## config.mk

```make
export PLATFORM = sky130hd
export DESIGN_NAME = ex_ctrl_flat
export DESIGN_NICKNAME = d
export VERILOG_FILES = /design/src/rtl/ex_ctrl_pkg.sv /design/src/rtl/ex_ctrl_if.sv /design/src/rtl/ex_ctrl.sv /design/src/flat_wrapper.sv
export SDC_FILE = /design/constraint.sdc
export NUM_CORES = 1
export LEC_CHECK = 0
export ABC_AREA = 1
export CAP_MARGIN = 20
export CORE_AREA = 2 2 106 108
export CTS_CLUSTER_SIZE = 24
export DETAILED_ROUTE_END_ITERATION = 10
export DIE_AREA = 0 0 108 110
export DONT_BUFFER_PORTS = 1
export MAX_ROUTING_LAYER = met4
export PLACE_DENSITY = 0.72
export SETUP_SLACK_MARGIN = 0.15
export SYNTH_ARGS = -nofsm -noshare
export SYNTH_HDL_FRONTEND = slang
export SYNTH_SLANG_ARGS = --single-unit
export TNS_END_PERCENT = 100
```

## constraint.sdc

```tcl
create_clock -name clk -period 3.4 [get_ports clk]
set_input_delay 0.68 -clock clk [delete_from_list [all_inputs] [get_ports clk]]
set_output_delay 0.68 -clock clk [all_outputs]
set_load 0.01 [all_outputs]
```

## src/rtl/ex_ctrl_pkg.sv

```systemverilog
// Shared exception-controller definitions: exception codes, entry vector,
// CP0 field positions, FSM state type and the interrupt-pending helper.
package ex_ctrl_pkg;

  localparam logic [4:0]  NO_EX     = 5'h1f;
  localparam logic [4:0]  EXC_INT   = 5'h00;
  localparam logic [4:0]  EXC_ADEL  = 5'h04;
  localparam logic [4:0]  EXC_ADES  = 5'h05;
  localparam logic [4:0]  EXC_SYS   = 5'h08;
  localparam logic [4:0]  EXC_BP    = 5'h09;
  localparam logic [4:0]  EXC_RI    = 5'h0a;
  localparam logic [4:0]  EXC_OV    = 5'h0c;

  localparam logic [31:0] EX_VECTOR = 32'hBFC0_0380;

  // CP0 Status / Cause field positions
  localparam int STATUS_IE  = 0;
  localparam int STATUS_EXL = 1;
  localparam int IM_LO      = 8;
  localparam int IM_HI      = 15;

  typedef enum logic [1:0] {
    S_IDLE     = 2'd0,
    S_COMMIT   = 2'd1,
    S_REDIRECT = 2'd2
  } state_e;

  // An interrupt is taken when any unmasked line is pending, interrupts are
  // globally enabled and the core is not already at exception level.
  function automatic logic int_pending(input logic [7:0] im, input logic [7:0] ip,
                                       input logic ie, input logic exl);
    int_pending = (|(im & ip)) & ie & ~exl;
  endfunction

endpackage

```

## src/rtl/ex_ctrl_if.sv

```systemverilog
// WB-stage event inputs, CP0 commit outputs and fetch-redirect handshake.
interface ex_ctrl_if;
  import ex_ctrl_pkg::*;

  logic        ws_valid;
  logic [4:0]  ws_ex_code;
  logic        ws_eret;
  logic [31:0] ws_pc;
  logic [31:0] ws_badvaddr;
  logic        ws_slot;
  logic [31:0] cp0_status;
  logic [31:0] cp0_cause;
  logic [31:0] cp0_epc;
  logic [4:0]  cp0_ex_code;
  logic        cp0_eret;
  logic        cp0_slot;
  logic        cp0_pc_error;
  logic [31:0] cp0_wdata;
  logic [31:0] cp0_badvaddr;
  logic        ws_cancel;
  logic        flush;
  logic [31:0] flush_pc;
  logic        flush_ready;

  modport slave (
    input  ws_valid, ws_ex_code, ws_eret, ws_pc, ws_badvaddr, ws_slot,
    input  cp0_status, cp0_cause, cp0_epc, flush_ready,
    output cp0_ex_code, cp0_eret, cp0_slot, cp0_pc_error, cp0_wdata,
    output cp0_badvaddr, ws_cancel, flush, flush_pc
  );

  modport master (
    output ws_valid, ws_ex_code, ws_eret, ws_pc, ws_badvaddr, ws_slot,
    output cp0_status, cp0_cause, cp0_epc, flush_ready,
    input  cp0_ex_code, cp0_eret, cp0_slot, cp0_pc_error, cp0_wdata,
    input  cp0_badvaddr, ws_cancel, flush, flush_pc
  );

endinterface

```

## src/rtl/ex_ctrl.sv

```systemverilog
// Exception/ERET controller: captures a WB-stage event, strobes CP0 for one
// cycle, then holds a fetch redirect until fetch accepts it. All outputs are
// driven straight from registers.
module ex_ctrl
  import ex_ctrl_pkg::*;
(
  input  logic     clk,
  input  logic     reset,
  ex_ctrl_if.slave bus
);

  state_e      state_q, state_d;
  logic [4:0]  cp0_ex_code_q, cp0_ex_code_d;
  logic        cp0_eret_q, cp0_eret_d;
  logic        cp0_slot_q, cp0_slot_d;
  logic        cp0_pc_error_q, cp0_pc_error_d;
  logic [31:0] cp0_wdata_q, cp0_wdata_d;
  logic [31:0] cp0_badvaddr_q, cp0_badvaddr_d;
  logic        ws_cancel_q, ws_cancel_d;
  logic        flush_q, flush_d;
  logic [31:0] flush_pc_q, flush_pc_d;
  logic        int_req_s;
  logic        event_s;
  logic        cp0_bits_unused;

  assign int_req_s = int_pending(bus.cp0_status[IM_HI:IM_LO], bus.cp0_cause[IM_HI:IM_LO],
                                 bus.cp0_status[STATUS_IE], bus.cp0_status[STATUS_EXL]);
  assign event_s   = int_req_s | (bus.ws_ex_code != NO_EX) | bus.ws_eret;

  // Only the interrupt-related Status/Cause fields matter here.
  assign cp0_bits_unused = ^{bus.cp0_status[31:16], bus.cp0_status[7:2],
                             bus.cp0_cause[31:16], bus.cp0_cause[7:0]};

  // State and output registers; reset aborts any commit or redirect at once.
  always_ff @(posedge clk or posedge reset) begin
    if (reset) begin
      state_q        <= S_IDLE;
      cp0_ex_code_q  <= NO_EX;
      cp0_eret_q     <= 1'b0;
      cp0_slot_q     <= 1'b0;
      cp0_pc_error_q <= 1'b0;
      cp0_wdata_q    <= 32'h0000_0000;
      cp0_badvaddr_q <= 32'h0000_0000;
      ws_cancel_q    <= 1'b0;
      flush_q        <= 1'b0;
      flush_pc_q     <= 32'h0000_0000;
    end else begin
      state_q        <= state_d;
      cp0_ex_code_q  <= cp0_ex_code_d;
      cp0_eret_q     <= cp0_eret_d;
      cp0_slot_q     <= cp0_slot_d;
      cp0_pc_error_q <= cp0_pc_error_d;
      cp0_wdata_q    <= cp0_wdata_d;
      cp0_badvaddr_q <= cp0_badvaddr_d;
      ws_cancel_q    <= ws_cancel_d;
      flush_q        <= flush_d;
      flush_pc_q     <= flush_pc_d;
    end
  end

  // Next state and next output values; CP0 strobes only live for one cycle.
  always_comb begin
    state_d        = state_q;
    cp0_ex_code_d  = NO_EX;
    cp0_eret_d     = 1'b0;
    cp0_slot_d     = 1'b0;
    cp0_pc_error_d = 1'b0;
    cp0_wdata_d    = cp0_wdata_q;
    cp0_badvaddr_d = cp0_badvaddr_q;
    ws_cancel_d    = ws_cancel_q;
    flush_d        = flush_q;
    flush_pc_d     = flush_pc_q;
    case (state_q)
      S_IDLE: begin
        ws_cancel_d = 1'b0;
        flush_d     = 1'b0;
        if (bus.ws_valid && event_s) begin
          state_d        = S_COMMIT;
          ws_cancel_d    = 1'b1;
          cp0_wdata_d    = bus.ws_pc;
          cp0_badvaddr_d = bus.ws_badvaddr;
          cp0_slot_d     = bus.ws_slot;
          // interrupt beats a synchronous exception, which beats ERET
          if (int_req_s) begin
            cp0_ex_code_d = EXC_INT;
          end else if (bus.ws_ex_code != NO_EX) begin
            cp0_ex_code_d = bus.ws_ex_code;
          end else begin
            cp0_eret_d = 1'b1;
          end
          cp0_pc_error_d = (cp0_ex_code_d == EXC_ADEL) && (bus.ws_badvaddr == bus.ws_pc);
        end else begin
          state_d = S_IDLE;
        end
      end
      S_COMMIT: begin
        state_d     = S_REDIRECT;
        ws_cancel_d = 1'b1;
        flush_d     = 1'b1;
        flush_pc_d  = cp0_eret_q ? bus.cp0_epc : EX_VECTOR;
      end
      S_REDIRECT: begin
        if (bus.flush_ready) begin
          state_d     = S_IDLE;
          ws_cancel_d = 1'b0;
          flush_d     = 1'b0;
        end else begin
          state_d     = S_REDIRECT;
          ws_cancel_d = 1'b1;
          flush_d     = 1'b1;
        end
      end
      default: begin
        state_d     = S_IDLE;
        ws_cancel_d = 1'b0;
        flush_d     = 1'b0;
      end
    endcase
  end

  assign bus.cp0_ex_code  = cp0_ex_code_q;
  assign bus.cp0_eret     = cp0_eret_q;
  assign bus.cp0_slot     = cp0_slot_q;
  assign bus.cp0_pc_error = cp0_pc_error_q;
  assign bus.cp0_wdata    = cp0_wdata_q;
  assign bus.cp0_badvaddr = cp0_badvaddr_q;
  assign bus.ws_cancel    = ws_cancel_q;
  assign bus.flush        = flush_q;
  assign bus.flush_pc     = flush_pc_q;

endmodule
```

## src/flat_wrapper.sv

```systemverilog
// flat-port wrapper written by rule: the top's interface ports become plain ports
module ex_ctrl_flat import ex_ctrl_pkg::*;
  (clk, reset, bus_ws_valid, bus_ws_ex_code, bus_ws_eret, bus_ws_pc, bus_ws_badvaddr, bus_ws_slot, bus_cp0_status, bus_cp0_cause, bus_cp0_epc, bus_flush_ready, bus_cp0_ex_code, bus_cp0_eret, bus_cp0_slot, bus_cp0_pc_error, bus_cp0_wdata, bus_cp0_badvaddr, bus_ws_cancel, bus_flush, bus_flush_pc);
  ex_ctrl_if bus_i ();
  input  logic clk;
  input  logic reset;
  input wire logic [$bits(bus_i.ws_valid)-1:0] bus_ws_valid;
  input wire logic [$bits(bus_i.ws_ex_code)-1:0] bus_ws_ex_code;
  input wire logic [$bits(bus_i.ws_eret)-1:0] bus_ws_eret;
  input wire logic [$bits(bus_i.ws_pc)-1:0] bus_ws_pc;
  input wire logic [$bits(bus_i.ws_badvaddr)-1:0] bus_ws_badvaddr;
  input wire logic [$bits(bus_i.ws_slot)-1:0] bus_ws_slot;
  input wire logic [$bits(bus_i.cp0_status)-1:0] bus_cp0_status;
  input wire logic [$bits(bus_i.cp0_cause)-1:0] bus_cp0_cause;
  input wire logic [$bits(bus_i.cp0_epc)-1:0] bus_cp0_epc;
  input wire logic [$bits(bus_i.flush_ready)-1:0] bus_flush_ready;
  output wire logic [$bits(bus_i.cp0_ex_code)-1:0] bus_cp0_ex_code;
  output wire logic [$bits(bus_i.cp0_eret)-1:0] bus_cp0_eret;
  output wire logic [$bits(bus_i.cp0_slot)-1:0] bus_cp0_slot;
  output wire logic [$bits(bus_i.cp0_pc_error)-1:0] bus_cp0_pc_error;
  output wire logic [$bits(bus_i.cp0_wdata)-1:0] bus_cp0_wdata;
  output wire logic [$bits(bus_i.cp0_badvaddr)-1:0] bus_cp0_badvaddr;
  output wire logic [$bits(bus_i.ws_cancel)-1:0] bus_ws_cancel;
  output wire logic [$bits(bus_i.flush)-1:0] bus_flush;
  output wire logic [$bits(bus_i.flush_pc)-1:0] bus_flush_pc;
  assign bus_i.ws_valid = bus_ws_valid;
  assign bus_i.ws_ex_code = bus_ws_ex_code;
  assign bus_i.ws_eret = bus_ws_eret;
  assign bus_i.ws_pc = bus_ws_pc;
  assign bus_i.ws_badvaddr = bus_ws_badvaddr;
  assign bus_i.ws_slot = bus_ws_slot;
  assign bus_i.cp0_status = bus_cp0_status;
  assign bus_i.cp0_cause = bus_cp0_cause;
  assign bus_i.cp0_epc = bus_cp0_epc;
  assign bus_i.flush_ready = bus_flush_ready;
  assign bus_cp0_ex_code = bus_i.cp0_ex_code;
  assign bus_cp0_eret = bus_i.cp0_eret;
  assign bus_cp0_slot = bus_i.cp0_slot;
  assign bus_cp0_pc_error = bus_i.cp0_pc_error;
  assign bus_cp0_wdata = bus_i.cp0_wdata;
  assign bus_cp0_badvaddr = bus_i.cp0_badvaddr;
  assign bus_ws_cancel = bus_i.ws_cancel;
  assign bus_flush = bus_i.flush;
  assign bus_flush_pc = bus_i.flush_pc;
  ex_ctrl u_core (.clk(clk), .reset(reset), .bus(bus_i));
endmodule
```

==> impl_results.md <==
- Syn-to-layout area delta: 5.54%
- Crit Path Max Fanout: 20
- Vias in the first global route: 3565
- Initial core utilization: 0.446
- Maximum VDD drop: between 0.0003 and 0.0004 V
- Share of cells above drive strength 1: 0.0519
- Port Buf Inserts: 0
- Dpl cell area: between 4000 and 5000 um2
- Maximum capacitance violations: 0
- Max-slew violations: 0
- Reg power frac: 0.596
- RSZ-0062 raised after global routing: no
- Post-Route WL: 11900 um
- Ant diodes: 0
- TNS Setup: 0 ns
- Post-layout min period: 2.18 ns
- Skew-Pair Late Insertion Delay: ~0.35 ns
- Post-CTS Hold Buffers: 0
- Chip height: 110 um
- Post-DP HPWL: approximately 8900 um
- Int Pwr: ~2.3 mW
- Die width: 108 um
- Mapped Area: between 4000 and 5000 um2
- Initial antenna violation count: 0
- Setup ws final: roughly 1.2 ns
- WP buf/inv: 2
- Final worst-path cycle share: 0.642
- Warnings from Yosys: 0
- Cts bufs inserted: 9
- Crit path cell chain: inv_1 -> ha_1 -> nand2_1 -> inv_1 -> a22o_1
- Post-placement cell count: between 600 and 700
- Relative slew slack: 0.507
- Family with the most delay on the worst path: buffers and inverters
- Gate power share: 0.206
- Nets: 710
- Fmax: 458 MHz
- Crit path required time: 3.68 ns
- Syn avg cell area: around 8.7 um2
- Row count: 38
- Via count: about 3500
- Seq cells post-synth: approximately 110
- Wire per inst: around 18 um
- Setup CP Type: flop to flop
- Total GRT Usage: 0.201
- CTS sink cnt: roughly 110
- Worst-case clock buffer depth: 2
- Sequential fraction of the synthesis area: 0.568
- Fill count: 1061
- Synth Net Count: ~720
- First-pass GRT wire length: ~18000 um
- Initial DRT Pass Iterations: 4
- Antenna-violating nets left: 0
- Distinct cell type count of the synthesized netlist: 23
- Crit path top cell by count: inv_1
- Slew @ Worst Pin: between 0.7 and 0.8 ns
- CP endpoint kind: flop
- Sw Ratio: 0.382
- Max incr delay on CP: ~0.53 ns
- Number of DRC markers in iteration 0: 180
- DRC errors left: 0
- Post-CTS Setup Bufs: 0
- Sw power: 1.44 mW
- Core Region: 10700 um2
- Clock transition at the registers of the reported paths: 0.09 ns
- Die Area: 11900 um2
- TritonCTS clock tree: done
- Pre-CTS setup slack: 1.19 ns
- DR vias/cell: about 5.2
- Final count of hold timing violations: 0
- Power per cell area: approximately 750 nW/um2
- H-tree Lvls: 3
- Register area: between 2000 and 3000 um2
- # setup viols final: 0
- Largest net degree at the start of global routing: 68
- Total grt overflow: 0
- Finished Layout Cells: between 600 and 700
- Area of the multi-input gates: about 1700 um2
- Leakage power: roughly 2.6 nW
- Startpoint Class: flop
- Routability Congestion: 0.749
- Slowest cell on the critical path: inv_1
- Post-cts gate resize count: 0
- # IOs: 277
- Skew final: between 0.01 and 0.015 ns
- Critical Path AT: ~2.5 ns
- Gate Count Post-Synth: around 550
- Tightest Hold Check Type: input pin to async pin
- Run status: finished clean
- Clock root buffer: clkbuf_8
- Post-route cell area: 5030 um2
- Part of the power in the clock network: 0.198
## worst register-to-register path, delay by kind of cell, from the launching register on
kind / cells / cell delay [ns]
AOI/OAI and AO/OA: 1 / 0.22
adders and majority gates: 1 / 0.47
buffers and inverters: 2 / 0.62
DFF: 1 / 0.41
and+or+nand+nor: 1 / 0.38
## Yosys cell counts
cell type	number	area, um2
buf_1	4	15.0
nor2_1	25	93.8
buf_2	7	35.0
buf_6	3	33.8
nand4_1	1	6.26
inv_1	46	173
o22ai_1	2	12.5
o21ai_0	7	35.0
nor3_1	1	5.00
nand3_1	69	345
clkbuf_1	9	33.8
a22o_1	20	175
nand2_2	1	6.26
dfrtp_1	103	2580
nand2_1	209	785
ha_1	4	50.1
xor2_1	2	17.5
buf_4	4	30.0
dfstp_2	5	131
o22a_1	12	105
a21oi_1	1	5.00
nand3_2	2	20.0
xnor2_1	9	78.8
## flip-flops by register name, summed over array words and instances, names as in the netlist
register                 cells
u_core.bus.cp0_badvaddr     32
u_core.bus.cp0_eret          1
u_core.bus.cp0_pc_error      1
u_core.state_q               2
u_core.bus.flush             1
u_core.bus.cp0_wdata        32
u_core.bus.cp0_ex_code       5
u_core.bus.cp0_slot          1
u_core.bus.flush_pc         32
u_core.bus.ws_cancel         1
## through the flow
step           hold slack, ns  power [mW]  utilization
2_1_floorplan           0.506        2.82            -
3_3_place_gp            0.527        3.01        0.453
3_5_place_dp            0.529        3.07        0.453
4_1_cts                 0.381        3.83        0.471
5_1_grt                 0.396        4.04        0.471
6_report                0.400        3.77        0.471
## power by group through the flow
| stage | Clock, mW | Sequential [mW] | Combinational [mW] |
|---|---|---|---|
| final | 0.746 | 2.25 | 0.776 |
| after global routing | 0.818 | 2.30 | 0.920 |
| after CTS | 0.776 | 2.26 | 0.793 |
| after detailed placement | 0 | 2.27 | 0.801 |
| after global placement | 0 | 2.26 | 0.748 |
| after floorplan | 0 | 2.16 | 0.666 |
## routing by layer
metal,routed length (um),GRT usage
met5,0,-
met4,158,0.0705
met3,1320,0.0700
met2,5810,0.339
met1,4630,0.224
## area by class of cell
class / count / share of cell area
multi-input combinational: 365 / 0.346
clock buffer: 11 / 0.0261
inverter: 46 / 0.0350
clock inverter: 4 / 0.0102
sequential: 108 / 0.538
tap: 140 / 0.0348
timing repair buffer: 5 / 0.00994
## layout by cell type (no fill, tap or decap), drive strengths merged
cell      count
nand2       210
dfrtp       103
nand3        71
inv          45
nor2         25
a22o         20
o22a         12
clkbuf       11
xnor2         9
o21ai         7
dfstp         5
buf           5
ha            4
xor2          2
o22ai         2
clkinvlp      2
clkinv        2
a21oi         1
nor3          1
nand4         1
bufinv        1
## worst paths after layout
path	start	endpoint	slack (ns)	depth (start not counted)
setup reg to reg	u_core.state_q[1]	u_core.bus.flush_pc[1]	1.22	5
min in group clk	bus_ws_ex_code[0]	u_core.bus.cp0_ex_code[0]	0.41	2
hold / removal	reset	u_core.bus.flush_pc[15]	0.40	2
hold reg to reg	u_core.bus.cp0_badvaddr[24]	u_core.bus.cp0_badvaddr[24]	0.55	2
max in group asynchronous	reset	u_core.bus.flush_pc[27]	2.53	2
setup / recovery	u_core.state_q[1]	u_core.bus.flush_pc[1]	1.22	5
## cell families after synthesis
group,synth area share
and+or+nand+nor,0.264
DFF,0.568
buffers and inverters,0.0672
AOI/OAI and AO/OA,0.0698
xor gates and xnor gates,0.0202
adders and majority gates,0.0105
Power figures use the tool's default switching activity.
